### src/rtl/axilite_pkg.sv
// axilite_pkg: AXI4-Lite response codes and the CSR read-path state type,
// shared by the CSR read and write responders.
package axilite_pkg;

   typedef logic [1:0] resp_t;

   localparam resp_t AXI_RESP_OKAY   = 2'd0;
   localparam resp_t AXI_RESP_SLVERR = 2'd2;

   // ST_DECODE is only entered when AXILITE_CSR_READ_PIPE_EN is defined.
   typedef enum logic [1:0] {
      ST_IDLE   = 2'd0,
      ST_DECODE = 2'd1,
      ST_RESP   = 2'd2
   } rd_state_t;

endpackage : axilite_pkg

### src/rtl/axilite_csr_addr_decode.sv
// axilite_csr_addr_decode: turns an AXI byte address into a CSR word index
// plus an out-of-range flag. Purely combinational; the low byte-lane bits are
// ignored, so unaligned addresses hit the word that contains them.
module axilite_csr_addr_decode #(
   parameter int ADDR_SIZE  = 32,
   parameter int DATA_WIDTH = 32,
   parameter int NUM_WORDS  = 4,
   parameter int IDX_W      = 2
) (
   input  logic [ADDR_SIZE-1:0] addr,
   output logic [IDX_W-1:0]     index,
   output logic                 out_of_range
);

   localparam int OFS = $clog2(DATA_WIDTH / 8);

   logic [ADDR_SIZE-1:0] word_addr;

   // Range check uses the full-width word address so that high address bits
   // can never alias back into the register window.
   always_comb begin
      word_addr    = addr >> OFS;
      index        = word_addr[IDX_W-1:0];
      out_of_range = (word_addr >= ADDR_SIZE'(NUM_WORDS));
   end

endmodule : axilite_csr_addr_decode

### src/rtl/axilite_csr_read_data.sv
// axilite_csr_read_data: AXI4-Lite read responder for the CSR block.
// One outstanding read; the addressed word is snapshotted into rdata so later
// changes to regs never disturb a pending response. Out-of-range reads return
// zero with SLVERR and do not pulse rd_strobe.
// Build option: define AXILITE_CSR_READ_PIPE_EN to insert a DECODE cycle that
// registers the index/range check ahead of the word mux (latency 2 instead of 1).
module axilite_csr_read_data
   import axilite_pkg::*;
#(
   parameter int    DATA_SIZE   = 128,
   parameter int    ADDR_SIZE   = 32,
   parameter int    DATA_WIDTH  = 32,
   parameter resp_t RESP_OKAY   = AXI_RESP_OKAY,
   parameter resp_t RESP_SLVERR = AXI_RESP_SLVERR
) (
   input  logic                                         clk,
   input  logic                                         rst,
   input  logic [DATA_SIZE-1:0]                         regs,
   input  logic [ADDR_SIZE-1:0]                         araddr,
   input  logic                                         arvalid,
   output logic                                         arready,
   output logic [DATA_WIDTH-1:0]                        rdata,
   output logic [1:0]                                   rresp,
   output logic                                         rvalid,
   input  logic                                         rready,
   output logic                                         rd_strobe,
   output logic [$clog2(DATA_SIZE/DATA_WIDTH)-1:0]      rd_index
);

   localparam int NUM_WORDS = DATA_SIZE / DATA_WIDTH;
   localparam int IDX_W     = $clog2(NUM_WORDS);

   rd_state_t             state;
   logic [IDX_W-1:0]      dec_index;
   logic                  dec_oor;
   logic [IDX_W-1:0]      mux_index;
   logic [DATA_WIDTH-1:0] word_sel;

   axilite_csr_addr_decode #(
      .ADDR_SIZE  (ADDR_SIZE),
      .DATA_WIDTH (DATA_WIDTH),
      .NUM_WORDS  (NUM_WORDS),
      .IDX_W      (IDX_W)
   ) u_addr_decode (
      .addr         (araddr),
      .index        (dec_index),
      .out_of_range (dec_oor)
   );

`ifdef AXILITE_CSR_READ_PIPE_EN
   logic [IDX_W-1:0] idx_q;
   logic             oor_q;
   assign mux_index = idx_q;
`else
   assign mux_index = dec_index;
`endif

   assign word_sel = regs[mux_index*DATA_WIDTH +: DATA_WIDTH];

   // Read FSM: AR acceptance, optional decode stage, and R channel hold until rready.
   always_ff @(posedge clk or negedge rst) begin
      if (!rst) begin
         state     <= ST_IDLE;
         arready   <= 1'b0;
         rvalid    <= 1'b0;
         rdata     <= '0;
         rresp     <= RESP_OKAY;
         rd_strobe <= 1'b0;
         rd_index  <= '0;
`ifdef AXILITE_CSR_READ_PIPE_EN
         idx_q     <= '0;
         oor_q     <= 1'b0;
`endif
      end else begin
         // NOTE: non-blocking assignments throughout, so every branch sees the
         // pre-edge values and the default below is simply overridden.
         rd_strobe <= 1'b0;
         case (state)
            ST_IDLE: begin
               arready <= 1'b1;
               if (arvalid && arready) begin
                  arready <= 1'b0;
`ifdef AXILITE_CSR_READ_PIPE_EN
                  idx_q   <= dec_index;
                  oor_q   <= dec_oor;
                  state   <= ST_DECODE;
`else
                  rvalid    <= 1'b1;
                  rdata     <= dec_oor ? '0 : word_sel;
                  rresp     <= dec_oor ? RESP_SLVERR : RESP_OKAY;
                  rd_strobe <= !dec_oor;
                  rd_index  <= dec_index;
                  state     <= ST_RESP;
`endif
               end
            end
`ifdef AXILITE_CSR_READ_PIPE_EN
            ST_DECODE: begin
               rvalid    <= 1'b1;
               rdata     <= oor_q ? '0 : word_sel;
               rresp     <= oor_q ? RESP_SLVERR : RESP_OKAY;
               rd_strobe <= !oor_q;
               rd_index  <= idx_q;
               state     <= ST_RESP;
            end
`endif
            ST_RESP: begin
               if (rready) begin
                  rvalid  <= 1'b0;
                  arready <= 1'b1;
                  state   <= ST_IDLE;
               end
            end
            default: begin
               state   <= ST_IDLE;
               arready <= 1'b0;
               rvalid  <= 1'b0;
            end
         endcase
      end
   end

endmodule : axilite_csr_read_data

### config.mk
export PLATFORM = sky130hd
export DESIGN_NAME = axilite_csr_read_data
export DESIGN_NICKNAME = d
export VERILOG_FILES = /design/src/rtl/axilite_pkg.sv /design/src/rtl/axilite_csr_addr_decode.sv /design/src/rtl/axilite_csr_read_data.sv
export SDC_FILE = /design/constraint.sdc
export NUM_CORES = 1
export LEC_CHECK = 0
export CAP_MARGIN = 5
export CORE_AREA = 2 2 91 93
export CTS_CLUSTER_SIZE = 12
export DETAILED_ROUTE_END_ITERATION = 10
export DIE_AREA = 0 0 93 95
export PLACE_DENSITY = 0.79
export SLEW_MARGIN = 5
export SYNTH_ARGS = -nofsm -noshare
export SYNTH_HDL_FRONTEND = slang
export SYNTH_SLANG_ARGS = --single-unit
### constraint.sdc
create_clock -name clk -period 1.6 [get_ports clk]
set_input_delay 0.32 -clock clk [delete_from_list [all_inputs] [get_ports clk]]
set_output_delay 0.32 -clock clk [all_outputs]
set_load 0.02 [all_outputs]
# Yosys cells after proc, flatten, opt, wreduce, memory -nomap -nowiden

Index checks and enable logic that the tools add are counted.

Bits in registers: 41
Memory bits (read-only): 0
Memory bits (writable): 0
Logic and storage cells: 30
Latch bits: 0
Memories kept: 0

Shifts and indexed selects: 1
$mul: 0
Bitwise logic cells: 0
Equal/unequal tests: 3
Add/sub/neg operators: 0
Order comparisons: 1
Reductions and logical operators: 5
Divide/modulo/power cells: 0
Muxes and demuxes: 13

Operators by type and width:

| kind                                                                                 | count |
|---|---|
| 128-bit by 8-bit indexed part select with 32-bit output                              | 1 |
| 32-bit two-way mux                                                                   | 1 |
| 30-bit by 3-bit greater-or-equal comparator with 1-bit output, second input constant | 1 |
| 1-bit two-way mux                                                                    | 6 |
| 2-bit two-way mux                                                                    | 3 |
| 2-bit != test, second input constant                                                 | 2 |
| 1-bit case mux with 2 select lines                                                   | 2 |
| 2-bit case mux with 2 select lines                                                   | 1 |
| 2-bit AND reduction                                                                  | 2 |
| 2-bit equality test, second input constant                                           | 1 |
| 2-bit zero test                                                                      | 1 |
| 1-bit logical AND                                                                    | 1 |
| 1-bit zero test                                                                      | 1 |

# Longest topological paths before layout

Depth in word-level cells: 4
Mapped depth: 5
Gate-level depth less buffers: 4

# By module

Synthesis repeated with hierarchy kept, for this count alone.

Cells, all modules: 139
Area total of the unflattened synthesis: 2,243.4 µm²

Modules (own cells, without submodules):

| module                  | sequential area each (µm²) | times used | area each (µm²) | cells an instance |
|---|---|---|---|---|
| axilite_csr_read_data   | 950.9                      | 1          | 2,169.6         | 128 |
| axilite_csr_addr_decode | 0.0                        | 1          | 73.8            | 11 |

# Worst setup path before layout

Ideal clock, no wire load.

Kind: input to register
Start: in araddr[2]
End: reg rdata[10]
Stages on the path: 4
Buffers on the path: 2
Setup slack: -0.026 ns
Arrival: 1.505 ns
Cell sequence: buf_2 > buf_2 > mux4_2 > a22o_1

Word-level cells in the longest chain between the ends: 2
Elaborated cells on any way between the ends: 3
Classes of those cells: order compare (1); shift (1); mux (1)

RTL lines:

| what                                                                                                                                            | RTL line                                                   | text |
|---|---|---|
| start, declared                                                                                                                                 | axilite_csr_read_data.sv:19                                | `input logic [ADDR_SIZE-1:0] araddr,` |
| 30-bit by 3-bit greater-or-equal comparator with 1-bit output / 128-bit by 8-bit indexed part select with 32-bit output (equally long branches) | axilite_csr_addr_decode.sv:24, axilite_csr_read_data.sv:58 |  |
| 32-bit two-way mux *                                                                                                                            | axilite_csr_read_data.sv:89                                | `rdata <= dec_oor ? '0 : word_sel;` |
| end signal, assigned                                                                                                                            | axilite_csr_read_data.sv:89                                |  |
| end, declared                                                                                                                                   | axilite_csr_read_data.sv:22                                | `output logic [DATA_WIDTH-1:0] rdata,` |

Mark *: on every way between the ends. The rest lies on a longest branch, timed or not.
A chain may end at the register's enable or synchronous reset.

# Worst setup path in the final report

Start: in araddr[21]
End: reg rdata[22]

Word-level cells in the longest chain between the ends: 2

RTL lines:

| what                                                          | RTL line                      | text |
|---|---|---|
| 30-bit by 3-bit greater-or-equal comparator with 1-bit output | axilite_csr_addr_decode.sv:24 | `out_of_range = (word_addr >= ADDR_SIZE'(NUM_WORDS));` |
| 32-bit two-way mux                                            | axilite_csr_read_data.sv:89   |  |

No other way between the ends.

==> flow_summary.yaml <==
route:
  drt_wl_total_mm: 8.54
  drc: 0
  wl_per_cell_microns: 18.6
  drt-initial-drc-count: 51
  vias_per_cell: 4.94
  drt_first_pass_iters: 4
  vias: 2268
  ant_nets: 0
clock_tree:
  clkTransAtPathRegs_ns: 0.07
  cts_buffer_depth: 2
  insertion_delay_ns: 0.28
  cts_tree: "done"
  cts.htree.levels: 2
  cts.sinks: 38
  root_buffer: "clkbuf_8"
  numCtsBuffers: 5
yosys:
  netlist_area_sq_um: 2210
  synth_nets: 308
  yosys.area.top_type: "dfrtp_1"
  synth-seq-cells: 38
  yosysSeqAreaShare: 0.430
  ys_warn_count: 0
  syn_area_per_cell_sq_um: 15.4
  synth_top_area_share: 0.430
  syn_inst: 144
  yosysUniqueCellTypes: 20
  synthTopCellsByArea: "dfrtp_1, mux4_2, a22o_1"
power:
  switching_share: 0.269
  comb_power_share: 0.363
  p_leak_nw: 2.32
  vdd_drop_max_mv: 0.274
  clkPwrFrac: 0.237
  powerDensity_nw_per_um2: 553
  switching_power_uw: 690
  seq_power_share: 0.400
  internal-power_mw: 1.87
place:
  portBuffers: 199
  pre_cts_slack_ns: -0.448
  place_area_sq_um: 4340
  place_congestion: 0.770
  hpwlAfterDp_mm: 6.63
global_routing:
  grt_pass1_vias: 2555
  met2_usage: 0.365
  gr-total-overflow: 0
  use_met3: 0.0375
  grt_usage: 0.190
  use_met1: 0.212
  busiest_layer: "met2"
  grt_pass1_wl_mm: 12.6
  grt_max_degree: 24
  antenna_found_initial: 0
die:
  initial_utilization: 0.279
  rows: 33
  die_h_microns: 95
  die_area_sq_um: 8840
  die_w_microns: 93
  core_sq_um: 7930
  io_pins: 203
sta:
  clock-skew-final_ns: 0.00460
  rsz0062_at_grt: "yes"
  fmax_mhz: 633
  holdWs_ns: 0.471
  period_needed_ns: 1.58
  period_share: 0.988
  hold_violations: 0
  setup_tns_ns: 0
  setup-violations-final: 0
  maxSlewViolCount: 0
  worst_slack_ns: 0.0194
min_path:
  hold_end: "rd_index[0]"
  hold_path.class: "flop to flop"
  whs_path_depth: 2
  hold_start: "rd_index[0]"
setup_path:
  worstPathArrival_ns: 1.80
  cp-start-kind: "primary input"
  path_max_fanout: 5
  worstSetupEndpointType: "flop"
  rr_worst_depth: 7
  worstSetupPathType: "primary input to flop"
  r2r_slack_ns: 0.02
  r2r_start: "rvalid"
  r2r-end: "rdata[22]"
  cp.required_ns: 1.82
finish:
  ff_latch_area_sq_um: 951
  fillers: 665
  fin_util: 0.585
  area_growth_pct: 110
  multi_input_area_sq_um: 1200
  final_cell_mix: "clkdlybuf4s50_1, dfrtp_1, mux4_2, a22o_1, dlygate4sd2_1"
  postLayoutCellArea_sq_um: 4640
  nets: 518
  mostFrequentLayoutCell: "clkdlybuf4s50_1"
  n_antenna_cell: 0
  drive_above_1_share: 0.201
run:
  maxCapViolCount: 0
status:
  outcome: "finished, final reports clean"
==> critical path: stages <==
cell           delay [ns]
dlygate4sd2_1        0.24
nor4_2               0.27
nand4_1              0.17
nor4_4               0.26
buf_4                0.19
buf_12               0.12
buf_16               0.11
a22o_1               0.11
==> state kept, by name, indices dropped and copies added, names as in the netlist <==
signal,count
rd_index,2
rresp,1
rvalid,1
rd_strobe,1
arready,1
rdata,32
==> cells by family (layout without fill, tap and decap cells) <==
kind of cell / Yosys count / after routing / share of synthesized area
AND/OR/NAND/NOR: 23 / 23 / 0.0696
flip-flops: 38 / 38 / 0.430
multiplexers: 32 / 32 / 0.326
AO/OA/AOI/OAI: 34 / 34 / 0.131
other: 1 / 1 / 0.00170
buffers and inverters: 16 / 226 / 0.0413
==> metrics by stage <==
stage                     total power, mW  instances
after floorplan                      1.40        144
after global placement               1.98        443
after detailed placement             2.00        443
after CTS                            2.60        459
after global routing                 2.72        459
final                                2.56        459
==> how the worst max path moves through the flow <==
stage,slack (ns),start,to
final,0.02,araddr[21],rdata[22]
after global routing,-0.06,rvalid,rdata[4]
after global placement,-0.39,araddr[17],rdata[1]
after floorplan,-0.03,araddr[2],rdata[10]
after detailed placement,-0.45,araddr[5],rdata[4]
after CTS,0.002,araddr[31],rdata[4]
==> cells in the mapped netlist <==
cell      number
nand2_1        8
o21ai_0        1
nor4_2         3
clkbuf_1       7
and3b_1        1
inv_1          1
nor4b_1        1
dfrtp_1       38
nor2_1         3
a22o_1        32
nand3_1        1
buf_2          4
nor4_1         4
buf_4          1
a21oi_1        1
mux4_2        32
conb_1         1
nor4_4         1
nand4_1        1
buf_6          3
==> power by group through the flow <==
| stage | logic, mW | clock network (mW) | registers, mW |
|---|---|---|---|
| final | 0.931 | 0.608 | 1.03 |
| after global routing | 0.999 | 0.688 | 1.03 |
| after CTS | 0.929 | 0.637 | 1.03 |
| after detailed placement | 0.952 | 0 | 1.05 |
| after global placement | 0.930 | 0 | 1.05 |
| after floorplan | 0.293 | 0 | 1.10 |
==> layer usage <==
layer	share of wire	vias up
met5	0	-
met4	0.012	0
met3	0.070	10
met2	0.55	117
met1	0.36	1118
li1	-	1023
==> layout make-up <==
cell class	count	share of cell area
clock inverters	2	0.00216
flip-flops and latches	38	0.205
multi-input cells	90	0.260
repair buffers	218	0.489
inverters	1	0.000810
clock buffers	5	0.0148
well taps	105	0.0283
==> repair_timing <==
| action | CTS | global route |
|---|---|---|
| pin swaps | 13 | 12 |
| gates cloned | 4 | 0 |
| hold buffers | 1 | 0 |
| resized for setup | 41 | 34 |
| buffers inserted | 4 | 1 |
| endpoints found under the setup margin | 45 | 54 |
| hold endpoints to repair | 17 | 0 |
Power figures use the tool's default switching activity.
==> RTL change: new RTL, config.mk and constraints unchanged <==
Re-encode `rd_state_t` (3 states) as one-hot, 3 bits wide.
--- a/src/rtl/axilite_pkg.sv
+++ b/src/rtl/axilite_pkg.sv
@@ -8,10 +8,10 @@
    localparam resp_t AXI_RESP_SLVERR = 2'd2;
 
    // ST_DECODE is only entered when AXILITE_CSR_READ_PIPE_EN is defined.
-   typedef enum logic [1:0] {
-      ST_IDLE   = 2'd0,
-      ST_DECODE = 2'd1,
-      ST_RESP   = 2'd2
+   typedef enum logic [2:0] {
+      ST_IDLE   = 3'b001,
+      ST_DECODE = 3'b010,
+      ST_RESP   = 3'b100
    } rd_state_t;
 
 endpackage : axilite_pkg
Formal check against the unedited RTL: same outputs for any inputs over 10 cycles, from zero or initial values and one cycle with rst low; not proved beyond that.
==> RTL change against the original RTL <==
- the flow now finishes with violations (setup timing)
- critical path depth fell by 3
- sequential cell count is 1 higher
- total power is 19% higher
- largest cell class unchanged
- highest routed layer unchanged
- wire length increased by 6.4%
- hold slack better by 5.7 ps
- clock power rose by 7.4%
- setup slack lost 34 ps
- final area increased by 12%
- area after synthesis rose by 24%
==> RTL change: results (changes against the original RTL) <==
[grt]
first_global_vias = 2666  ; +4.3%
grt_antenna_before_repair = 0  ; unchanged
grt_max_degree = 35  ; +46%
grt-ovfl-total = 0  ; unchanged
grt_pass1_wl_mm = 13.0  ; +3.0%
grt_usage = 0.191  ; +0.000991

[worst_setup_path]
r2r_setup_slack_ps = 0  ; -20 ps
worstReg2RegStart = state[0]
reg2reg_depth = 5  ; -2
path_max_fanout = 9  ; +4
r2r-end = rdata[18]

[place]
dpl.hpwl_mm = 6.90  ; +4.2%
gp_congestion = 0.810  ; +5.1%
post-place-ws_ps = -298  ; +149 ps
place.port_buffers = 199  ; unchanged
dp.cells = 516  ; +16%
placement.cell_area_um2 = 4860  ; +12%

[sta]
fin_ws_ps = -15.0  ; -34.4 ps
skew_ps = 4.93  ; +0.331 ps
setup_viol = 6  ; +6

[worst_hold_path]
worstHoldEndpoint = rdata[3]
hp-class = reg -> reg
hp-start = rdata[3]

[final_layout]
top_regs = rdata (32), rd_index (2), state (2)
finalNetCount = 591  ; +14%
fin_cells = 531  ; +16%
fillCellCount = 640  ; -3.8%
multi_input_area_um2 = 1620  ; +35%
drive_gt1_frac = 0.235  ; +0.0342

[synth]
yosys-top-cells-area = dfrtp_1 (35%), mux4_2 (26%), o31ai_2 (13%), nand2_1 (5.5%), clkinv_1 (4.3%)
synth_commonest_cells = nand2_1 (40), dfrtp_1 (38), mux4_2 (32), clkinv_1 (31), o31ai_2 (28)
yosysSeqAreaShare = 0.358  ; -0.0725
syn_inst = 219  ; +52%
yosys.cell_types.count = 27  ; +35%
yosysWarnings = 0  ; unchanged
synth-xor-area-share = 0  ; unchanged
synth_fa_ha_area_frac = 0.00916  ; +0.00916
synth_compound_area_frac = 0.156  ; +0.0244
ys_async_sr_fraction = 1.00  ; unchanged
muxShareOfSynthArea = 0.264  ; -0.0622
syn-num-nets = 385  ; +25%

[clocking]
clk_path_buf_depth = 2  ; unchanged
cts.clk_slew.worst_paths_ps = 70  ; about the same
cts_root_buffer = clkbuf_8
clk_latency_ps = 290

[detailed_routing]
drt-initial-drc-count = 42  ; -18%
wire_per_inst_um = 17.1  ; -8.0%
first_pass_iters = 4  ; unchanged
vias = 2608  ; +15%

[power]
peakVddDrop_mv = 0.287  ; +4.6%
power_leakage_nw = 2.42  ; +4.2%

[outcome]
status = complete, but fails checks
violations = setup timing

==> RTL change: critical path, stage by stage <==
cell and delay (ps):
clkdlybuf4s50_1 450, nor4_4 350, nand4_4 220, clkbuf_16 230, o31ai_2 240
==> RTL change: what timing repair did <==
| item | CTS | global route |
|---|---|---|
| pin swaps | 0 | 8 |
| buffers inserted | 0 | 3 |
| hold buffers | 1 | 0 |
| endpoints found under the setup margin | 11 | 56 |
| endpoints found under the hold margin | 16 | 0 |
| gates resized for setup | 11 | 38 |
| gates cloned | 0 | 3 |
==> RTL change: power breakdown <==
group          leakage (nW)  internal, mW  switching [mW]
Clock                0.0422         0.306           0.347
Sequential            0.531          1.06          0.0538
Combinational          1.85         0.765           0.524
Total                  2.42          2.13           0.925
==> RTL change: area by class of cell <==
cell class              count  share of cell area
clock buffers               7              0.0147
clock inverters             1            0.000962
inverters                  34              0.0245
multi-input cells         128               0.312
flip-flops and latches     39               0.188
well taps                 105              0.0252
repair buffers            217               0.435
==> RTL change: through the flow <==
step / setup TNS [ps] / power (mW) / hold WS (ps)
after floorplan: 0 / 1.66 / 24.4
after global placement: -6300 / 2.31 / 287
after detailed placement: -8010 / 2.35 / 300
after CTS: 0 / 2.98 / 479
after global routing: -1100 / 3.23 / 489
final: -43.1 / 3.06 / 477
==> RTL change: cell families after synthesis <==
| logic type | after synthesis |
|---|---|
| AO/OA/AOI/OAI | 39 |
| adder cells (fa/ha/maj) | 2 |
| buffers and inverters | 52 |
| flip-flops | 39 |
| multiplexers | 32 |
| other | 1 |
| AND/OR/NAND/NOR | 54 |
==> RTL change: worst max path at each step <==
stage	from	slack (ps)	to
2_1_floorplan	state[2]	20	rdata[10]
3_3_place_gp	araddr[13]	-210	rdata[4]
3_5_place_dp	araddr[27]	-300	rdata[1]
4_1_cts	rdata[0]	0.02	rdata[0]
5_1_grt	state[0]	-60	rdata[0]
6_report	araddr[27]	-20	rdata[18]
==> RTL change: metal layers <==
layer / vias to the layer above / wire length [µm] / track usage
met5: - / 0 / 0
met4: 0 / 38 / 0.0331
met3: 2 / 705 / 0.0559
met2: 114 / 5130 / 0.368
met1: 1281 / 3210 / 0.209
li1: 1211 / - / -
